$ cat config.mk
export PLATFORM = sky130hd
export DESIGN_NAME = riscv_divider
export DESIGN_NICKNAME = d
export VERILOG_FILES = /design/src/rtl/riscv_divider.sv
export SDC_FILE = /design/constraint.sdc
export NUM_CORES = 1
export LEC_CHECK = 0
export ABC_AREA = 1
export CAP_MARGIN = 25
export CORE_MARGIN = 5
export CORE_UTILIZATION = 55
export DETAILED_ROUTE_END_ITERATION = 10
export MAX_ROUTING_LAYER = met4
export PLACE_DENSITY = 0.87
export SYNTH_ARGS = -nofsm -noshare
export SYNTH_HDL_FRONTEND = slang
export SYNTH_SLANG_ARGS = --single-unit
$ cat constraint.sdc
create_clock -name clk -period 2.6 [get_ports clk]
set_input_delay 0.26 -clock clk [delete_from_list [all_inputs] [get_ports clk]]
set_output_delay 0.26 -clock clk [all_outputs]
set_load 0.02 [all_outputs]
$ cat src/rtl/riscv_divider.sv
// Iterative restoring divider for RISC-V DIV/DIVU/REM/REMU.
// One quotient bit per cycle; special cases resolve at issue without iterating.
module riscv_divider #(
  parameter int unsigned WIDTH = 32
) (
  input  logic             clk,
  input  logic             rst_n,
  input  logic             start,
  input  logic [1:0]       op,
  input  logic [WIDTH-1:0] dividend,
  input  logic [WIDTH-1:0] divisor,
  input  logic             abort,
  output logic             busy,
  output logic             done,
  output logic [WIDTH-1:0] result,
  output logic             div_by_zero,
  output logic             overflow
);

  localparam int unsigned CW = $clog2(WIDTH + 1);
  localparam logic [WIDTH-1:0] SMIN = {1'b1, {(WIDTH-1){1'b0}}};

  typedef enum logic [1:0] {
    IDLE,
    CALC,
    FIX
  } state_t;

  state_t           state_q, state_d;
  logic [CW-1:0]    cnt_q, cnt_d;
  logic [WIDTH:0]   rem_q, rem_d;
  logic [WIDTH-1:0] quo_q, quo_d;
  logic [WIDTH-1:0] dsr_q, dsr_d;
  logic [WIDTH-1:0] res_q, res_d;
  logic [1:0]       op_q, op_d;
  logic             negq_q, negq_d;
  logic             negr_q, negr_d;
  logic             dbz_q, dbz_d;
  logic             ovf_q, ovf_d;
  logic             done_q, done_d;

  // Operand conditioning at issue
  logic             signed_op, a_neg, b_neg, is_zero, is_ovf;
  logic [WIDTH-1:0] a_mag, b_mag;

  assign signed_op = ~op[0];
  assign a_neg     = signed_op & dividend[WIDTH-1];
  assign b_neg     = signed_op & divisor[WIDTH-1];
  assign a_mag     = a_neg ? -dividend : dividend;
  assign b_mag     = b_neg ? -divisor  : divisor;
  assign is_zero   = (divisor == '0);
  assign is_ovf    = signed_op && (dividend == SMIN) && (divisor == '1);

  // One restoring step: shift {R,Q} left, trial-subtract in WIDTH+1 bits
  logic [WIDTH:0] shifted, trial;

  assign shifted = {rem_q[WIDTH-1:0], quo_q[WIDTH-1]};
  assign trial   = shifted - {1'b0, dsr_q};

  // The partial remainder stays below the divisor, so its top bit is always 0.
  logic unused_rem_msb;
  assign unused_rem_msb = rem_q[WIDTH];

  logic [WIDTH-1:0] q_fin, r_fin;

  assign q_fin = negq_q ? -quo_q : quo_q;
  assign r_fin = negr_q ? -rem_q[WIDTH-1:0] : rem_q[WIDTH-1:0];

  always_comb begin
    state_d = state_q;
    cnt_d   = cnt_q;
    rem_d   = rem_q;
    quo_d   = quo_q;
    dsr_d   = dsr_q;
    res_d   = res_q;
    op_d    = op_q;
    negq_d  = negq_q;
    negr_d  = negr_q;
    dbz_d   = dbz_q;
    ovf_d   = ovf_q;
    done_d  = 1'b0;

    if (abort) begin
      state_d = IDLE;
    end else begin
      unique case (state_q)
        IDLE: begin
          if (start) begin
            op_d = op;
            if (is_zero) begin
              res_d  = op[1] ? dividend : '1;
              dbz_d  = 1'b1;
              ovf_d  = 1'b0;
              done_d = 1'b1;
            end else if (is_ovf) begin
              res_d  = op[1] ? '0 : dividend;
              dbz_d  = 1'b0;
              ovf_d  = 1'b1;
              done_d = 1'b1;
            end else begin
              state_d = CALC;
              cnt_d   = CW'(WIDTH);
              rem_d   = '0;
              quo_d   = a_mag;
              dsr_d   = b_mag;
              negq_d  = a_neg ^ b_neg;
              negr_d  = a_neg;
            end
          end
        end
        CALC: begin
          rem_d = trial[WIDTH] ? shifted : trial;
          quo_d = {quo_q[WIDTH-2:0], ~trial[WIDTH]};
          cnt_d = cnt_q - 1'b1;
          if (cnt_q == CW'(1)) state_d = FIX;
        end
        FIX: begin
          res_d   = op_q[1] ? r_fin : q_fin;
          dbz_d   = 1'b0;
          ovf_d   = 1'b0;
          done_d  = 1'b1;
          state_d = IDLE;
        end
        default: state_d = IDLE;
      endcase
    end
  end

  always_ff @(posedge clk or negedge rst_n) begin
    if (!rst_n) begin
      state_q <= IDLE;
      cnt_q   <= '0;
      rem_q   <= '0;
      quo_q   <= '0;
      dsr_q   <= '0;
      res_q   <= '0;
      op_q    <= '0;
      negq_q  <= 1'b0;
      negr_q  <= 1'b0;
      dbz_q   <= 1'b0;
      ovf_q   <= 1'b0;
      done_q  <= 1'b0;
    end else begin
      state_q <= state_d;
      cnt_q   <= cnt_d;
      rem_q   <= rem_d;
      quo_q   <= quo_d;
      dsr_q   <= dsr_d;
      res_q   <= res_d;
      op_q    <= op_d;
      negq_q  <= negq_d;
      negr_q  <= negr_d;
      dbz_q   <= dbz_d;
      ovf_q   <= ovf_d;
      done_q  <= done_d;
    end
  end

  assign busy        = (state_q != IDLE);
  assign done        = done_q;
  assign result      = res_q;
  assign div_by_zero = dbz_q;
  assign overflow    = ovf_q;

endmodule

; ---- Word-level counts from Yosys, hierarchy flattened
; Index checks and enable logic that the tools add are counted.
[totals]
ff_bits = 143
output_inout_bits = 36
wordCells = 94
[classes]
add_sub_neg = 6
eq_ne = 13
n_mux = 43
bitwise_logic = 8
reduce_logical = 12
[op_table]
columns = cell, count
row1 = $mux 32, 17
row2 = $pmux 32 s2, 3
row3 = $neg 32->32, 4
row4 = $eq 32x32->1 const B, 2
row5 = $sub 33x32->33, 1
row6 = $logic_not 32->1, 1
row7 = $mux 6, 3
row8 = $ne 3x3->1 const B, 5
row9 = $pmux 6 s2, 1
row10 = $mux 1, 10
row11 = $mux 2, 5
row12 = $reduce_and 5->1, 2
row13 = $reduce_and 4->1, 2
row14 = $eq 6x1->1 const B, 1
row15 = $ne 2x2->1 const B, 3
row16 = $pmux 1 s2, 3
row17 = $reduce_bool 2->1, 3
row18 = $sub 6x1->6 const B, 1
row19 = $not 1->1, 5
row20 = $pmux 2 s2, 1
row21 = $reduce_and 3->1, 1
row22 = $and 1x1->1, 2
row23 = $eq 2x1->1 const B, 1
row24 = $eq 2x2->1 const B, 1
row25 = other kinds (3), 4

; ---- Logic depth before layout (Yosys ltp)
; Gate-level depths: netlist of run 1.
[depth]
depth_word = 8
ltp_mapped = 18

; ---- Least setup slack after synthesis of run 1
; OpenSTA, ideal clock, no wires.
[synth_timing]
kind = reg-to-reg
from = register quo_q[31]
to = register rem_q[22]
arrival_time_ns = 2.088
t_required_ns = 2.482
path_slack_ns = 0.394
path_stages_with_launch = 18
n_path_buf = 2
synth_period_minus_slack_ns = 2.206
path_cell_list = dfrtp_1 inv_1 ha_1 fa_1 inv_1 nand2_1 nand2_1 nand3_1 nand2_2 nand2_2 nand2_2 nand2_2 nand3_2 buf_4 buf_6 nand3_1 nand3_1 nand2_1
[synth_via]
elab_chain_len = 3
[synth_rtl]
columns = item, line
row1 = "start, declared", 32  ; logic [WIDTH-1:0] quo_q, quo_d;
row2 = "start signal, assigned", 147  ; quo_q <= quo_d;
row3 = $sub 33x32->33, 58  ; assign trial = shifted - {1'b0, dsr_q};
row4 = $mux 32, 112  ; rem_d = trial[WIDTH] ? shifted : trial;
row5 = $pmux 32 s2, 86  ; unique case (state_q)
row6 = "end signal, assigned", 146  ; rem_q <= rem_d;
row7 = "end, declared", 31  ; logic [WIDTH:0] rem_q, rem_d;
; Every way passes these cells.
; A chain may end at the register's enable or synchronous reset.

; ---- Final worst setup path of run 1
[layout_timing]
from = register rem_q[24]
to = register rem_q[27]
[layout_via]
elab_chain_len = 3
[layout_rtl]
columns = item, line
row1 = $sub 33x32->33, 58
row2 = $mux 32, 112
row3 = $pmux 32 s2, 86
; Every way passes these cells.

==> impl_metrics.sql, run 1 <==
INSERT INTO impl_metrics (metric_group, metric, value, unit) VALUES
('placement', 'dpl_worst_slack', '0.0357', 'ns'),
('global_routing', 'via_count_of_the_first_global_routing_pass', '14901', ''),
('pwr', 'power-per-cell-area', '1060', 'nW/um2'),
('layout', 'fin_area', '16300', 'um2'),
('timing', 'slew_viol_final', '0', ''),
('detailed_routing', 'drt-pass1-iter-count', '7', ''),
('die', 'die-area', '28600', 'um2'),
('detailed_routing', 'route.final.wire_length', '50.6', 'mm'),
('pwr', 'leak_pwr', '8.65', 'nW'),
('clock_network', 'cts.sink_count', '142', ''),
('clock_network', 'htree_num_levels', '4', ''),
('synth', 'netlist.area_leader.share', '25.5', '%'),
('synth', 'synthMostInstantiatedCell', 'sky130_fd_sc_hd__nand2_1', ''),
('synth', 'share_of_flip_flops_with_an_asynchronous_set_or_reset', '100', '%'),
('clock_network', 'cts_made_buffers', '17', ''),
('synth', 'synth_top_area_cell', 'sky130_fd_sc_hd__dfrtp_1', ''),
('synth', 'syn_nets', '2484', ''),
('critical_path', 'required', '2.92', 'ns'),
('placement', 'io_buffers', '105', ''),
('timing', 'grt_setup_unrepaired', 'false', ''),
('timing', 'final_hold_vios', '0', ''),
('die', 'die_w', '169', 'um'),
('timing', 'clock-skew-final', '0.0102', 'ns'),
('clock_network', 'clk_pin_slew_worst_setup_hold_paths', '0.07', 'ns'),
('critical_path', 'worstSetupEndpointType', 'register', ''),
('global_routing', 'track_usage', '35.7', '%'),
('status', 'outcome', 'finished clean', ''),
('critical_path', 'cp_slowest_stage_delay', '0.50', 'ns'),
('die', 'num_rows', '58', ''),
('global_routing', 'wire_length_of_the_first_global_routing_pass', '79.1', 'mm'),
('pwr', 'power_frac_seq', '21.8', '%'),
('synth', 'synthesis.area', '13900', 'um2'),
('critical_path', 'critPathMaxFanout', '5', ''),
('clock_network', 'cts_max_path_buffers', '2', ''),
('detailed_routing', 'num_vias', '16312', ''),
('layout', 'number_of_nets_in_the_finished_design', '2607', ''),
('synth', 'synth_area_per_cell', '5.87', 'um2'),
('placement', 'placed_area', '15600', 'um2'),
('critical_path', 'timing.critical_path.slowest_stage_cell', 'sky130_fd_sc_hd__dfrtp_1', ''),
('synth', 'ys_types', '46', ''),
('worst_hold_path', 'holdCritPathClass', 'in2async', ''),
('detailed_routing', 'detail_route.vias_per_cell', '5.74', ''),
('critical_path', 'timing.critical_path.cells', 'ha_1 -> nand2_1 -> nor2_1 -> inv_1 -> nor3_1 -> and2_1 -> nand2_1 -> nand2_1 -> nand2_1 -> nand2_1 -> nand2_1 -> nand3_1 -> nand2_1', ''),
('global_routing', 'grt_start_max_net_pins', '60', ''),
('detailed_routing', 'drt_first_iter_violations', '2398', ''),
('timing', 'setup_slack', '0.164', 'ns'),
('synth', 'synth.ff_latch_count', '142', ''),
('synth', 'synth_cells', '2374', ''),
('pwr', 'switching_power', '0.00899', 'W'),
('pwr', 'power.share.combinational', '62.6', '%'),
('clock_network', 'clock_tree.root_cell', 'sky130_fd_sc_hd__clkbuf_16', ''),
('timing', 'setup_total_negative_slack', '0', 'ns'),
('timing', 'timing.final.crit_share', '93.7', '%'),
('clock_network', 'clock_tree_from_tritoncts', 'done', ''),
('timing', 'setup_violation_total_in_the_final_timing_report', '0', ''),
('die', 'floorplan.initialDensity', '55.6', '%'),
('detailed_routing', 'route.detailed.drc', '0', ''),
('layout', 'syn_to_final_growth', '17.3', '%'),
('critical_path', 'critical_path_startpoint_category', 'register', ''),
('die', 'fp.dieH', '169', 'um'),
('synth', 'synth.top_cells.by_area', 'sky130_fd_sc_hd__dfrtp_1 (26%), sky130_fd_sc_hd__nand2_1 (23%), sky130_fd_sc_hd__nand3_1 (11%), sky130_fd_sc_hd__inv_1 (7.8%), sky130_fd_sc_hd__nor2_1 (5.3%)', ''),
('pwr', 'power.ir.vdd_worst', '0.530', 'mV'),
('critical_path', 'timing.critical_path.max_delay_family', 'simple AND/OR/NAND/NOR gates', ''),
('pwr', 'sw_frac_of_total', '52.1', '%'),
('synth', 'count_of_flip_flops_with_a_built_in_enable_after_synthesis', '0', ''),
('synth', 'synth_common_cells', 'sky130_fd_sc_hd__nand2_1 (855), sky130_fd_sc_hd__nand3_1 (315), sky130_fd_sc_hd__inv_1 (290), sky130_fd_sc_hd__nor2_1 (196), sky130_fd_sc_hd__dfrtp_1 (142)', ''),
('job', 'drv_cap', '0', ''),
('timing', 'fin_crit_period', '2.44', 'ns'),
('clock_network', 'post_cts.repair.setup_buffers', '0', ''),
('detailed_routing', 'ant_nets_after_route', '0', ''),
('layout', 'drive_above_1_share', '7.89', '%');
logic make-up after synthesis:
logic type / count (synthesis) / synth area share, %
AO/OA/AOI/OAI: 258 / 9.87
buffers and inverters: 378 / 11.4
XOR/XNOR: 51 / 3.21
flip-flops: 142 / 25.5
adder cells (fa/ha/maj): 40 / 3.65
AND/OR/NAND/NOR: 1505 / 46.4
through the flow:
stage,instances,hold slack (ns),util [%]
after floorplan,2374,-0.0356,-
after global placement,2805,0.265,62.4
after detailed placement,2805,0.270,62.4
after CTS,2838,0.392,65.0
after global routing,2841,0.428,65.3
final,2841,0.360,65.3
power by group through the flow:
stage / clock, W / combinational, W / sequential [W]
floorplan: 0 / 0.00689 / 0.00382
global placement: 0 / 0.0101 / 0.00371
detailed placement: 0 / 0.0103 / 0.00374
CTS: 0.00270 / 0.0104 / 0.00372
global route: 0.00279 / 0.0119 / 0.00382
finish: 0.00270 / 0.0108 / 0.00375
area by class of cell:
class | instances | area [um2]
Clock buffer | 17 | 425
Sequential cell | 142 | 3550
Multi-Input combinational cell | 1855 | 8840
Timing Repair Buffer | 185 | 1790
Inverter | 296 | 1110
Fill cell | 2356 | 8690
Antenna cell | 1 | 2.50
Clock inverter | 15 | 211
Tap cell | 330 | 413
placed cells by master, fill, tap and decap left out, types with 5 or more instances in the layout:
master,Yosys,routed
sky130_fd_sc_hd__nor2_2,17,19
sky130_fd_sc_hd__xnor2_1,18,18
sky130_fd_sc_hd__a21oi_1,47,47
sky130_fd_sc_hd__nand3_1,315,315
sky130_fd_sc_hd__clkdlybuf4s50_1,0,104
sky130_fd_sc_hd__inv_1,290,290
sky130_fd_sc_hd__inv_6,0,6
sky130_fd_sc_hd__o211ai_1,14,14
sky130_fd_sc_hd__o22ai_1,9,9
sky130_fd_sc_hd__nor2_1,196,194
sky130_fd_sc_hd__clkbuf_16,0,18
sky130_fd_sc_hd__ha_1,39,39
sky130_fd_sc_hd__nand4_1,30,30
sky130_fd_sc_hd__buf_4,7,69
sky130_fd_sc_hd__dfrtp_1,142,142
sky130_fd_sc_hd__o21bai_1,7,7
sky130_fd_sc_hd__buf_12,3,9
sky130_fd_sc_hd__nand3b_1,5,5
sky130_fd_sc_hd__nor3_1,22,22
sky130_fd_sc_hd__inv_2,5,5
sky130_fd_sc_hd__nand2_1,855,854
sky130_fd_sc_hd__xor2_1,33,33
sky130_fd_sc_hd__nand2_2,41,41
sky130_fd_sc_hd__o21ai_0,114,114
sky130_fd_sc_hd__o21ai_1,61,61
flip-flops by register name, indices dropped and copies added (netlist names):
register     count
state_q          2
result          32
negr_q           1
div_by_zero      1
done             1
cnt_q            6
overflow         1
negq_q           1
rem_q           32
dsr_q           32
quo_q           32
op_q             1
worst paths after layout:
kind | startpoint | end | slack [ns] | depth (start not counted)
setup / recovery | rem_q[24]$_DFFE_PN0P_ | rem_q[27]$_DFFE_PN0P_ | 0.16 | 13
hold / removal | rst_n | rem_q[30]$_DFFE_PN0P_ | 0.36 | 2
setup reg to reg | rem_q[24]$_DFFE_PN0P_ | rem_q[27]$_DFFE_PN0P_ | 0.16 | 13
hold reg to reg | result[26]$_DFFE_PN0P_ | result[26]$_DFFE_PN0P_ | 0.48 | 2
max in group asynchronous | rst_n | result[15]$_DFFE_PN0P_ | 1.48 | 3
min in group clk | result[26]$_DFFE_PN0P_ | result[26]$_DFFE_PN0P_ | 0.48 | 2
per-layer routing:
layer	GRT usage, %	vias up	part of all wire (%)
met2	52.4	930	43
li1	-	7818	-
met5	-	-	0
met3	6.22	105	11
met4	9.63	0	2.9
met1	51.0	7459	43
timing repair:
| item | in CTS | in global routing |
|---|---|---|
| hold buffers | 1 | 0 |
| resized for setup | 0 | 9 |
| setup endpoints to repair | 0 | 28 |
| hold endpoints to repair | 56 | 0 |
Power figures use the tool's default switching activity.
==> run 2: changes to the inputs <==
CORE_UTILIZATION = 45   (was 55)
PLACE_DENSITY = 0.75   (was 0.87)
==> run 2 against run 1 <==
- total power decreased by 1.9%
- register-to-register slack improved by 0.02 ns
- global-route usage decreased by 5.8 points
- non-clock buffer count decreased by 3
- maximum frequency increased by 0.80%
- worst hold slack got worse by 0.096 ns
- first-iteration DRC count decreased by 23%
==> impl_metrics.sql, run 2 (synthesized netlist as in run 1, its figures left out) <==
INSERT INTO impl_metrics (metric_group, metric, value, unit) VALUES
('status', 'outcome', 'finished clean', ''),
('clock_network', 'htree_num_levels', '4', ''),
('timing', 'maxClockFrequency', '414', 'MHz'),
('placement', 'hpwlAfterDp', '40.4', 'mm'),
('die', 'floorplan.initialDensity', '45.5', '%'),
('critical_path', 'timing.critical_path.slowest_stage_cell', 'sky130_fd_sc_hd__dfrtp_1', ''),
('die', 'die-area', '34600', 'um2'),
('timing', 'setup_violation_total_in_the_final_timing_report', '0', ''),
('critical_path', 'worst-setup-path-type', 'reg2reg', ''),
('clock_network', 'cts_max_path_buffers', '2', ''),
('timing', 'fin_crit_period', '2.42', 'ns'),
('timing', 'slew_viol_final', '0', ''),
('die', 'core_area', '30600', 'um2'),
('global_routing', 'globalRouteOverflowTotal', '0', ''),
('layout', 'number_of_nets_in_the_finished_design', '2604', ''),
('placement', 'gp_routability_congestion', '1.01', ''),
('detailed_routing', 'route.detailed.drc', '0', ''),
('pwr', 'power.share.clock', '14.4', '%'),
('detailed_routing', 'detail_route.vias_per_cell', '5.45', ''),
('layout', 'n_fill_cell', '3171', ''),
('layout', 'multi_input_area', '8840', 'um2'),
('die', 'fp.dieH', '186', 'um'),
('pwr', 'power.ir.vdd_worst', '0.684', 'mV'),
('global_routing', 'antenna_violations_before_repair', '0', ''),
('critical_path', 'critPathMaxFanout', '3', ''),
('placement', 'io_buffers', '105', ''),
('layout', 'mostFrequentLayoutCells', 'sky130_fd_sc_hd__nand2_1 (854), sky130_fd_sc_hd__nand3_1 (315), sky130_fd_sc_hd__inv_1 (290)', ''),
('clock_network', 'clk_pin_slew_worst_setup_hold_paths', '0.07', 'ns'),
('timing', 'timing.final.crit_share', '93.0', '%'),
('pwr', 'power-per-cell-area', '1040', 'nW/um2'),
('clock_network', 'cts_made_buffers', '17', ''),
('detailed_routing', 'route.final.wire_length', '50.4', 'mm'),
('timing', 'worst_slew_pin_slew', '0.747', 'ns'),
('critical_path', 'arrival_time_worst_endpoint', '2.76', 'ns'),
('critical_path', 'required', '2.95', 'ns'),
('timing', 'clock-skew-final', '0.0156', 'ns'),
('clock_network', 'clock_tree_from_tritoncts', 'done', ''),
('detailed_routing', 'drt_first_iter_violations', '1850', ''),
('layout', 'mostFrequentLayoutCell', 'sky130_fd_sc_hd__nand2_1', ''),
('critical_path', 'worstSetupEndpointType', 'register', ''),
('job', 'drv_cap', '0', ''),
('layout', 'drive_above_1_share', '7.82', '%'),
('die', 'num_rows', '64', ''),
('critical_path', 'critical_path_startpoint_category', 'register', ''),
('pwr', 'power_frac_seq', '22.1', '%'),
('timing', 'final_hold_vios', '0', ''),
('pwr', 'sw_frac_of_total', '52.5', '%'),
('layout', 'diodes', '0', ''),
('die', 'ioPinCount', '106', ''),
('clock_network', 'insertion_delay', '0.45', 'ns'),
('detailed_routing', 'drt-pass1-iter-count', '6', ''),
('detailed_routing', 'drt-wirelength-per-cell', '17.4', 'um'),
('timing', 'setup_total_negative_slack', '0', 'ns'),
('timing', 'slew-limit-headroom', '49.7', '%'),
('pwr', 'leak_pwr', '8.61', 'nW'),
('critical_path', 'timing.critical_path.cells', 'ha_1 -> fa_2 -> inv_1 -> nand2_1 -> nand2_1 -> nand3_1 -> nand2_2 -> nand2_2 -> nand2_2 -> nand2_2 -> nand3_1 -> buf_4 -> nand3_1 -> nand3_1 -> nand2_1', ''),
('critical_path', 'cp_slowest_stage_delay', '0.42', 'ns'),
('global_routing', 'grt_start_max_net_pins', '54', ''),
('global_routing', 'track_usage', '29.9', '%'),
('timing', 'fin_worst_hold_slack', '0.263', 'ns'),
('clock_network', 'post_cts.repair.setup_buffers', '0', ''),
('critical_path', 'critPathLaunch', 'dsr_q[0]$_DFFE_PN0P_', ''),
('worst_hold_path', 'holdCritPathClass', 'in2async', ''),
('detailed_routing', 'num_vias', '15827', ''),
('pwr', 'power.share.combinational', '63.5', '%'),
('die', 'die_w', '186', 'um'),
('global_routing', 'wire_length_of_the_first_global_routing_pass', '78.7', 'mm'),
('timing', 'grt_setup_unrepaired', 'false', ''),
('pwr', 'p_int', '0.00804', 'W'),
('clock_network', 'cts.sink_count', '142', ''),
('pwr', 'switching_power', '0.00889', 'W'),
('clock_network', 'clock_tree.root_cell', 'sky130_fd_sc_hd__clkbuf_16', ''),
('detailed_routing', 'ant_nets_after_route', '0', ''),
('critical_path', 'cell_depth_of_the_worst_flop_to_flop_path', '15', ''),
('layout', 'syn_to_final_growth', '17.4', '%'),
('critical_path', 'worstReg2RegStart', 'dsr_q[0]$_DFFE_PN0P_', ''),
('layout', 'seqCellArea', '3550', 'um2'),
('global_routing', 'via_count_of_the_first_global_routing_pass', '14417', '');
==> run 2: final cells by class <==
class                           count  share of cell area (%)
Multi-Input combinational cell   1855                    54.1
Sequential cell                   142                    21.7
Timing Repair Buffer              182                    10.9
Inverter                          296                    6.80
Tap cell                          396                    3.03
Clock buffer                       17                    2.60
Clock inverter                     15                   0.911
==> run 2: repair_timing <==
action,in CTS,in global routing
hold buffers,1,0
endpoints found under the setup margin,0,31
gates resized for setup,0,9
endpoints found under the hold margin,30,0
==> run 2: power by group through the flow <==
stage / combinational (W) / clock [W] / sequential, W
finish: 0.0108 / 0.00244 / 0.00374
detailed placement: 0.0104 / 0 / 0.00376
global placement: 0.0103 / 0 / 0.00374
global route: 0.0119 / 0.00256 / 0.00383
floorplan: 0.00689 / 0 / 0.00382
CTS: 0.0104 / 0.00246 / 0.00373
==> run 2: worst paths after layout <==
check / end / slack (ns)
setup reg to reg: rem_q[3]$_DFFE_PN0P_ / 0.18
hold reg to reg: result[14]$_DFFE_PN0P_ / 0.48
hold / removal: dsr_q[8]$_DFFE_PN0P_ / 0.26
min in group clk: dsr_q[0]$_DFFE_PN0P_ / 0.46
setup / recovery: rem_q[3]$_DFFE_PN0P_ / 0.18
max in group asynchronous: result[24]$_DFFE_PN0P_ / 1.58
==> run 2: metal layers <==
layer,up-vias,global-route usage [%],share of wire [%]
met1,7300,43.6,46
met4,0,8.28,2.6
met5,-,-,0
met3,70,5.82,8.8
met2,652,42.3,42
li1,7805,-,-
==> run 2: critical path, delay by kind of cell (launching register included) <==
| kind | cells | cell delay (ns) |
|---|---|---|
| simple gates | 11 | 1.03 |
| fa+ha+maj | 2 | 0.60 |
| flops | 1 | 0.42 |
| buf+inv | 2 | 0.27 |
==> run 2: through the flow <==
stage          cell area [um2]  util (%)  total power, W  std cells  worst slack (ns)
2_1_floorplan            13900         -          0.0107       2374             0.394
3_3_place_gp             15700      51.3          0.0140       2868             0.179
3_5_place_dp             15700      51.3          0.0141       2868             0.119
4_1_cts                  16300      53.2          0.0166       2901             0.157
5_1_grt                  16300      53.4          0.0183       2903           0.00906
6_report                 16300      53.4          0.0169       2903             0.183
